File: src/rtl/day6_slot_sequencer.sv
// -----------------------------------------------------------------------------
// day6_slot_sequencer
//
// Round-robin slot sequencer that sits in front of the 3x8 decoder. It watches
// an 8-bit request vector and grants one requesting slot at a time. Each grant
// is held on the registered `state` output for DWELL cycles. After that, the
// next requester in circular order (starting after the last grant) is chosen.
//
// Parameters
//   DWELL      cycles each grant is held, 1..256 (loaded into an 8-bit counter
//              as DWELL-1)
//
// Ports
//   clk        rising-edge clock
//   reset      synchronous, active-high reset
//   enable     allows new grants; sampled every cycle
//   req[7:0]   per-slot request, bit i requests slot i
//   state[2:0] currently granted slot index (to decoder)
//   valid      high while `state` is a live grant
//   slot_done  one-cycle pulse on the final dwell cycle of a grant
//   busy       high while ACTIVE, identical to valid
// -----------------------------------------------------------------------------
module day6_slot_sequencer #(
  parameter int DWELL = 4
) (
  input  logic       clk,
  input  logic       reset,
  input  logic       enable,
  input  logic [7:0] req,
  output logic [2:0] state,
  output logic       valid,
  output logic       slot_done,
  output logic       busy
);

  // state  | meaning
  // IDLE   | no live grant; waiting for enable with a non-zero req
  // ACTIVE | a slot is granted; cnt counts remaining dwell cycles down to 0
  typedef enum logic {
    IDLE   = 1'b0,
    ACTIVE = 1'b1
  } fsm_t;

  localparam logic [7:0] CNT_LOAD = 8'(DWELL - 1);

  fsm_t       fsm_q, fsm_d;
  logic [2:0] state_q, state_d;
  logic [2:0] last_q, last_d;
  logic [7:0] cnt_q, cnt_d;
  logic       valid_q, valid_d;
  logic       slot_done_q, slot_done_d;

  logic [2:0] winner;
  logic       grant_ok;
  logic       dwell_end;

  assign grant_ok  = enable && (req != 8'd0);
  assign dwell_end = (cnt_q == 8'd0);

  // Scan last+8 down to last+1 so that the closest requester after `last`
  // overwrites the others. last+8 wraps to `last` itself, which makes a sole
  // requester win again.
  always_comb begin
    winner = last_q;
    for (int k = 8; k >= 1; k--) begin
      if (req[last_q + 3'(k)]) begin
        winner = last_q + 3'(k);
      end
    end
  end

  // State register and datapath flops
  always_ff @(posedge clk) begin
    if (reset) begin
      fsm_q       <= IDLE;
      state_q     <= 3'd0;
      last_q      <= 3'd7;
      cnt_q       <= 8'd0;
      valid_q     <= 1'b0;
      slot_done_q <= 1'b0;
    end else begin
      fsm_q       <= fsm_d;
      state_q     <= state_d;
      last_q      <= last_d;
      cnt_q       <= cnt_d;
      valid_q     <= valid_d;
      slot_done_q <= slot_done_d;
    end
  end

  // Next-state logic
  always_comb begin
    fsm_d = fsm_q;
    case (fsm_q)
      IDLE: begin
        if (grant_ok) fsm_d = ACTIVE;
      end
      ACTIVE: begin
        // A grant always runs to completion; enable/req only matter at its end.
        if (dwell_end && !grant_ok) fsm_d = IDLE;
      end
      default: fsm_d = IDLE;
    endcase
  end

  // Next values of the registered outputs and grant bookkeeping
  always_comb begin
    state_d     = state_q;
    last_d      = last_q;
    cnt_d       = cnt_q;
    slot_done_d = 1'b0;
    valid_d     = (fsm_d == ACTIVE);

    if ((fsm_q == IDLE) || dwell_end) begin
      if (grant_ok) begin
        state_d     = winner;
        last_d      = winner;
        cnt_d       = CNT_LOAD;
        // With DWELL=1 the very first cycle of a grant is also its last.
        slot_done_d = (CNT_LOAD == 8'd0);
      end
    end else begin
      cnt_d       = cnt_q - 8'd1;
      slot_done_d = (cnt_q == 8'd1);
    end
  end

  // Outputs come straight from flops
  always_comb begin
    state     = state_q;
    valid     = valid_q;
    busy      = valid_q;
    slot_done = slot_done_q;
  end

endmodule

File: config.mk
export PLATFORM = sky130hd
export DESIGN_NAME = day6_slot_sequencer
export DESIGN_NICKNAME = d
export VERILOG_FILES = /design/src/rtl/day6_slot_sequencer.sv
export SDC_FILE = /design/constraint.sdc
export NUM_CORES = 1
export LEC_CHECK = 0
export ABC_AREA = 1
export CAP_MARGIN = 20
export CORE_ASPECT_RATIO = 1.4
export CORE_UTILIZATION = 55
export CTS_CLUSTER_DIAMETER = 40
export CTS_CLUSTER_SIZE = 14
export DETAILED_ROUTE_END_ITERATION = 6
export GPL_ROUTABILITY_DRIVEN = 0
export PLACE_DENSITY = 0.79
export SYNTH_ARGS = -nofsm -noshare
export SYNTH_HDL_FRONTEND = slang
export SYNTH_SLANG_ARGS = --single-unit
File: constraint.sdc
create_clock -name clk -period 4.69 [get_ports clk]
set_input_delay 0.938 -clock clk [delete_from_list [all_inputs] [get_ports clk]]
set_output_delay 0.938 -clock clk [all_outputs]
set_load 0.02 [all_outputs]
### Word level (Yosys, flattened, before mapping)

Cells that the tools add are included.
W data, S select, Z words.

* muxes and demuxes: 26
* reductions and logical operators: 8
* shift operators: 0
* bitwise logic cells: 1
* multiply operators: 0
* eq/ne operators: 2
* magnitude comparators: 7
* div/mod/pow operators: 0
* add/subtract/negate cells: 8

Operators by type and width (number)
* $lt A3 B4 Y1 const B: 7
* $bmux W1 S3: 7
* $mux W3: 7
* $mux W8: 2
* $add A3 B3 Y3 const B: 4
* $mux W1: 9
* $eq A8 B1 Y1 const B: 1
* $logic_not A8 Y1: 1
* $reduce_bool A8 Y1: 1
* $sub A8 B1 Y8 const B: 1
* $add A3 B2 Y3 const B: 2
* $add A3 B1 Y3 const B: 1
* $logic_and A1 B1 Y1: 2
* $ne A2 B2 Y1 const B: 1
* $pmux W1 S2: 1
* $reduce_and A2 Y1: 1
* $reduce_or A2 Y1: 1
* $logic_not A1 Y1: 1
* $logic_or A1 B1 Y1: 1
* $not A1 Y1: 1

* flip-flop bits (word level): 16
* bits in read-only memories: 0
* bits of input ports: 11
* memories: 0
* bits in writable memories: 0
* output and inout port bits: 6
* word-level logic and storage cells: 57
* bits in latches: 0

### Depth between registers and ports, before layout

Gate-level depths: netlist (run 1).

* depth after elaboration: 10
* mapped depth: 20
* gate-level depth less buffers: 18

### Worst setup path after synthesis (run 1)

No wires, ideal clock.

* kind: register to register
* start: register last_q[0]
* end: register last_q[0]
* arrival time: 1.899 ns
* period minus slack after synthesis: 2.027 ns
* required time: 4.562 ns
* setup slack: 2.663 ns
* stages on the path, launching flop included: 18
* path through: dfxtp_1 buf_6 inv_6 buf_12 ha_1 inv_1 nand3_1 nand3_2 nand2_2 inv_1 nand2_1 nand2_1 nand2_1 nand2_2 nand2_1 nand2_1 nand3_2 o211ai_1

* cells in the longest elaborated chain, start to end: 10

Ends and longest elaborated chain
* start: declaration: RTL line 48 `logic [2:0] last_q, last_d;`
* start signal: assignment: RTL line 84 `last_q <= last_d;`
* $add A3 B3 Y3: RTL line 66, 67
* $bmux W1 S3: RTL line 66 `if (req[last_q + 3'(k)]) begin`
* $mux W1 (not written as such): RTL line 66
* $mux W3 (6 in a row): RTL line 66
* $mux W3 (*): RTL line 66

Mark *: on every way between the ends. The rest lies on a longest branch, timed or not. The select of a mux whose other input is x is not followed.
A chain may end at the register's enable or synchronous reset.

### Worst setup path after layout (run 1)

* start: register last_q[1]
* end: register last_q[0]

* cells in the longest elaborated chain, start to end: 10

Ends and longest elaborated chain (RTL line)
* $add A3 B3 Y3: 66
* $bmux W1 S3: 66
* $mux W1 (not written as such): 66
* $mux W3 (6 in a row): 66
* $mux W3 (*): 66

Marks and branches as above.

==> results of run 1 <==
-- layout make-up --
class | instances | area, µm²
Multi-Input combinational cell | 159 | 875
Fill cell | 202 | 719
Sequential cell | 16 | 320
Timing Repair Buffer | 16 | 160
Inverter | 29 | 114
Clock buffer | 4 | 36.3
Tap cell | 22 | 27.5
-- flip-flops by register name, indices dropped and copies added, names as in the netlist --
register   cells
state          3
busy           1
last_q         3
slot_done      1
cnt_q          8
-- per-layer routing --
metal | GRT usage, % | share of wire (%) | wire length, µm
met5 | 0 | 0 | 0
met1 | 24.5 | 40 | 1230
met4 | 9.52 | 2.3 | 72
met3 | 2.08 | 1.9 | 59
met2 | 55.0 | 56 | 1730
-- Yosys cell counts, drive strengths merged --
library cell  instances  area [µm²]
nor4                  1        6.26
o21a                  2        16.3
clkbuf                1        3.75
o21ai                 4        20.0
buf                   4        46.3
xor2                  2        17.5
inv                  29         114
nand2                68         295
or2                   1        6.26
o211ai                1        7.51
nor3                  1        5.00
nor2                 17        71.3
nand3                38         245
nand4                 1        6.26
o311a                 1        10.0
a21oi                14        81.3
dfxtp                16         320
a221oi                1        8.76
ha                    5        62.6
xnor2                 1        8.76
o22ai                 1        6.26
-- where the power goes --
group / internal, mW / switching [mW]
combinational: 0.188 / 0.329
clock: 0.0472 / 0.0420
sequential: 0.159 / 0.0308
total: 0.393 / 0.402
-- logic make-up (layout without fill, tap and decap cells) --
family	after synthesis	in the layout	synth area share, %
AOI/OAI and AO/OA	24	24	11.1
xor gates and xnor gates	3	3	1.93
adders and majority gates	5	5	4.60
buffers and inverters	34	49	12.1
DFF	16	16	23.6
and+or+nand+nor	127	127	46.8
-- critical path: stages, from the launching register on --
cell and delay [ns]:
dfxtp_1 0.62, inv_2 0.16, ha_1 0.45, inv_1 0.16
nand3_1 0.17, nand3_2 0.12, nand2_2 0.12, inv_1 0.05
nand2_1 0.05, nand2_1 0.04, nand2_1 0.07, nand2_2 0.06
nand2_1 0.05, nand2_1 0.05, nand3_2 0.09, o211ai_1 0.08
-- path summary, 6_finish.rpt --
kind,from,to
max,last_q[1]$_SDFFE_PP1P_,last_q[0]$_SDFFE_PP1P_
min,cnt_q[3]$_SDFFE_PP0P_,cnt_q[3]$_SDFFE_PP0P_
max reg2reg,last_q[1]$_SDFFE_PP1P_,last_q[0]$_SDFFE_PP1P_
min reg2reg,cnt_q[3]$_SDFFE_PP0P_,cnt_q[3]$_SDFFE_PP0P_
==> impl_metrics.yaml, run 1 <==
finish:
  nets: 241
  areaGrowthSynthToFinish_pct: 12.8
  fin_area_um2: 1530
  final_common_cell: "nand2_1"
  fin_cells: 246
  num_antenna_cells: 0
  final_cell_mix: "nand2_1, nand3_1, inv_1"
  drive_above_1_share_pct: 16.5
  utilization_pct: 68.1
floorplan:
  initial_core_util_pct: 60.3
  io_pins: 17
  core_area_um2: 2250
  row_count: 20
  fp.dieH_um: 60.8
  dieArea_um2: 2680
  die_w_um: 44.0
detailed_routing:
  dr.pass1.iters: 5
  drc: 0
  avgRoutedWirePerCell_um: 12.6
  antenna_left: 0
  via_per_inst: 5.55
  routed_wl_mm: 3.09
  drt-initial-drc-count: 38
  routed-via-count: 1365
pwr:
  p_leak_nw: 0.757
  power.total_mw: 0.795
  power.density_nw_per_um2: 519
  vdd_drop_max_mv: 0.370
critical_path:
  r2r_slack_ns: 2.23
  endpoint_kind: "register"
  cp-start-kind: "register"
  cp_data_arrival_time_ns: 2.62
  reg2regPathDepth: 15
  crit_type: "reg -> reg"
  required_ns: 4.85
  crit_fanout: 10
placement:
  dpl_cell_area_um2: 1500
  dp_hpwl_mm: 2.54
  place_ws_ns: 2.02
  placed_cells: 242
  port_buffers: 16
run:
  cap_violations: 0
timing:
  final.setup.tns_ns: 0
  slew_viol_final: 0
  rsz0062_at_grt: "false"
  maxSlewHeadroom_pct: 68.9
  skew_ns: 0.00236
  timing_hold_violations_final: 0
  finalSetupViolations: 0
  min_period_over_period_pct: 52.4
  fmax_ghz: 0.407
  timing.final.ws_setup_ns: 2.23
  fin_crit_ns: 2.46
  holdWs_ns: 0.465
  worst_pin_slew_ns: 0.466
grt:
  grt_usage_pct: 25.9
  gr-total-overflow: 0
  grt_antenna_before_repair: 0
  grt_pass1_vias: 1329
  grt_pass1_wl_mm: 5.31
  grt_start_max_net_pins: 12
logic_synthesis:
  synth_area_um2: 1360
  syn_avg_cell_area_um2: 6.50
  synth-seq-area-share_pct: 23.6
  ys_warn_count: 0
  synth.distinct_cells: 31
  synth_nets: 225
  synth-seq-cells: 16
  synth_cells: 209
clock_tree:
  cts_tree: "done"
  root_buffer: "clkbuf_4"
  insertion_delay_ns: 0.28
  holdBufCountCts: 0
  cts.repair.resized: 0
  clk_path_buf_depth: 2
  cts_buffers: 3
  clk_pin_slew_ns: 0.09
  cts_sinks: 16
  htreeDepth: 1
  postCtsSetupBuffers: 0
hold_path:
  hold_class: "reg -> reg"
  hold-path-cell-count: 2
run_status:
  status: "finished, final reports clean"
(Power assumes the default switching activity.)
==> run 2, diff against run 1 <==
- clock period: 4.69 -> 2.55 ns (I/O delays scaled with it)
==> impl_metrics.yaml, run 2 (synthesis gave the netlist of run 1 again) <==
finish:
  ff_latch_area_um2: 320
  fin_cells: 248
  final_common_cell: "nand2_1"
  multi_input_area_um2: 875
  nets: 243
  num_antenna_cells: 0
  drive_above_1_share_pct: 17.3
  final_cell_mix: "nand2_1, nand3_1, inv_1"
  largest_reg_flops: 8
  utilization_pct: 68.7
  areaGrowthSynthToFinish_pct: 13.9
  largest-register: "cnt_q"
  fillers: 205
floorplan:
  core_area_um2: 2250
  dieArea_um2: 2680
  die_w_um: 44.0
  fp.dieH_um: 60.8
  io_pins: 17
  row_count: 20
  initial_core_util_pct: 60.3
detailed_routing:
  dr.pass1.iters: 4
  routed-via-count: 1358
  drc: 0
  avgRoutedWirePerCell_um: 12.8
  via_per_inst: 5.48
  drt-initial-drc-count: 33
  routed_wl_mm: 3.17
  antenna_left: 0
placement:
  dp_hpwl_mm: 2.58
  place_ws_ns: 0.330
  port_buffers: 16
  placed_cells: 244
timing:
  timing.final.ws_setup_ns: 0.359
  fin_crit_ns: 2.19
  holdWs_ns: 0.459
  maxSlewHeadroom_pct: 69.2
  worst_pin_slew_ns: 0.457
  rsz0062_at_grt: "false"
  slew_viol_final: 0
  final.setup.tns_ns: 0
  fmax_ghz: 0.456
  min_period_over_period_pct: 85.9
  skew_ns: 0.00195
  timing_hold_violations_final: 0
  finalSetupViolations: 0
grt:
  gr-total-overflow: 0
  grt_pass1_wl_mm: 5.15
  grt_pass1_vias: 1292
  grt_start_max_net_pins: 12
  grt_antenna_before_repair: 0
  grt_usage_pct: 25.4
run:
  cap_violations: 0
clock_tree:
  cts_buffers: 3
  cts.repair.resized: 0
  root_buffer: "clkbuf_4"
  clk_path_buf_depth: 2
  cts_tree: "done"
  clk_pin_slew_ns: 0.09
  postCtsSetupBuffers: 0
  cts_sinks: 16
  insertion_delay_ns: 0.29
  htreeDepth: 1
  holdBufCountCts: 0
run_status:
  status: "finished, final reports clean"
pwr:
  switchingPower_mw: 0.747
  swShare_pct: 50.4
  intPower_mw: 0.735
  power.density_nw_per_um2: 957
  p_leak_nw: 0.766
  combinationalPowerShare_pct: 66.8
  vdd_drop_max_mv: 0.629
  clockPowerShare_pct: 11.3
  seqPwrFrac_pct: 21.9
critical_path:
  cp_slowest_cell: "ha_1"
  endpoint_kind: "register"
  cp_cell_sequence: "inv_6 -> ha_1 -> inv_1 -> nand3_1 -> nand3_2 -> nand2_2 -> nand2_1 -> nand3_1 -> nand2_1 -> nand2_1 -> nand2_1 -> nand2_1 -> nand2_1 -> nand2_1 -> nand2_2 -> a21oi_2"
  required_ns: 2.77
  crit_type: "reg -> reg"
  crit_fanout: 11
  cp_data_arrival_time_ns: 2.41
  crit_path_max_incr_delay_ns: 0.45
  cpMostUsedCell: "nand2_1"
  cp-start-kind: "register"
hold_path:
  hold_class: "reg -> reg"
==> run 2: area by class of cell <==
type | instances | area share, %
multi-input combinational | 159 | 56.5
inverter | 29 | 7.36
clock buffer | 4 | 2.34
tap | 22 | 1.78
sequential | 16 | 20.7
timing repair buffer | 18 | 11.3
==> run 2: power groups by stage <==
stage / registers, mW / clock network (mW) / logic (mW)
after floorplan: 0.344 / 0 / 0.777
after global placement: 0.329 / 0 / 0.950
after detailed placement: 0.331 / 0 / 0.980
after CTS: 0.325 / 0.166 / 0.984
after global routing: 0.330 / 0.178 / 1.11
final: 0.325 / 0.167 / 0.990
==> run 2: critical path: cells and delay by family (launching register included) <==
| kind | cells | cell delay, ns |
|---|---|---|
| flip-flops | 1 | 0.42 |
| AND/OR/NAND/NOR | 12 | 0.85 |
| AO/OA/AOI/OAI | 1 | 0.12 |
| adder cells (fa/ha/maj) | 1 | 0.45 |
| buffers and inverters | 2 | 0.28 |
==> run 2: metal layers <==
layer	global-route usage, %	wire length [µm]	vias up
met4	12.1	69	0
met2	52.7	1790	20
met3	1.49	66	9
met1	24.3	1250	619
met5	0	0	-
li1	-	-	710
==> run 2: per-stage QoR <==
stage / total power, mW / instance area, µm²
3_3_place_gp: 1.28 / 1510
6_report: 1.48 / 1550
4_1_cts: 1.48 / 1550
5_1_grt: 1.62 / 1550
2_1_floorplan: 1.12 / 1360
3_5_place_dp: 1.31 / 1510
==> run 2: final timing paths <==
kind                                              from               endpoint  slack, ns  cells after the start
worst max-delay path            last_q[0]$_SDFFE_PP1P_  state[1]$_SDFFE_PP0P_       0.36                     16
worst min-delay path             state[2]$_SDFFE_PP0P_  state[2]$_SDFFE_PP0P_       0.46                      2
worst max register to register  last_q[0]$_SDFFE_PP1P_  state[1]$_SDFFE_PP0P_       0.36                     16
worst min register to register   state[2]$_SDFFE_PP0P_  state[2]$_SDFFE_PP0P_       0.46                      2
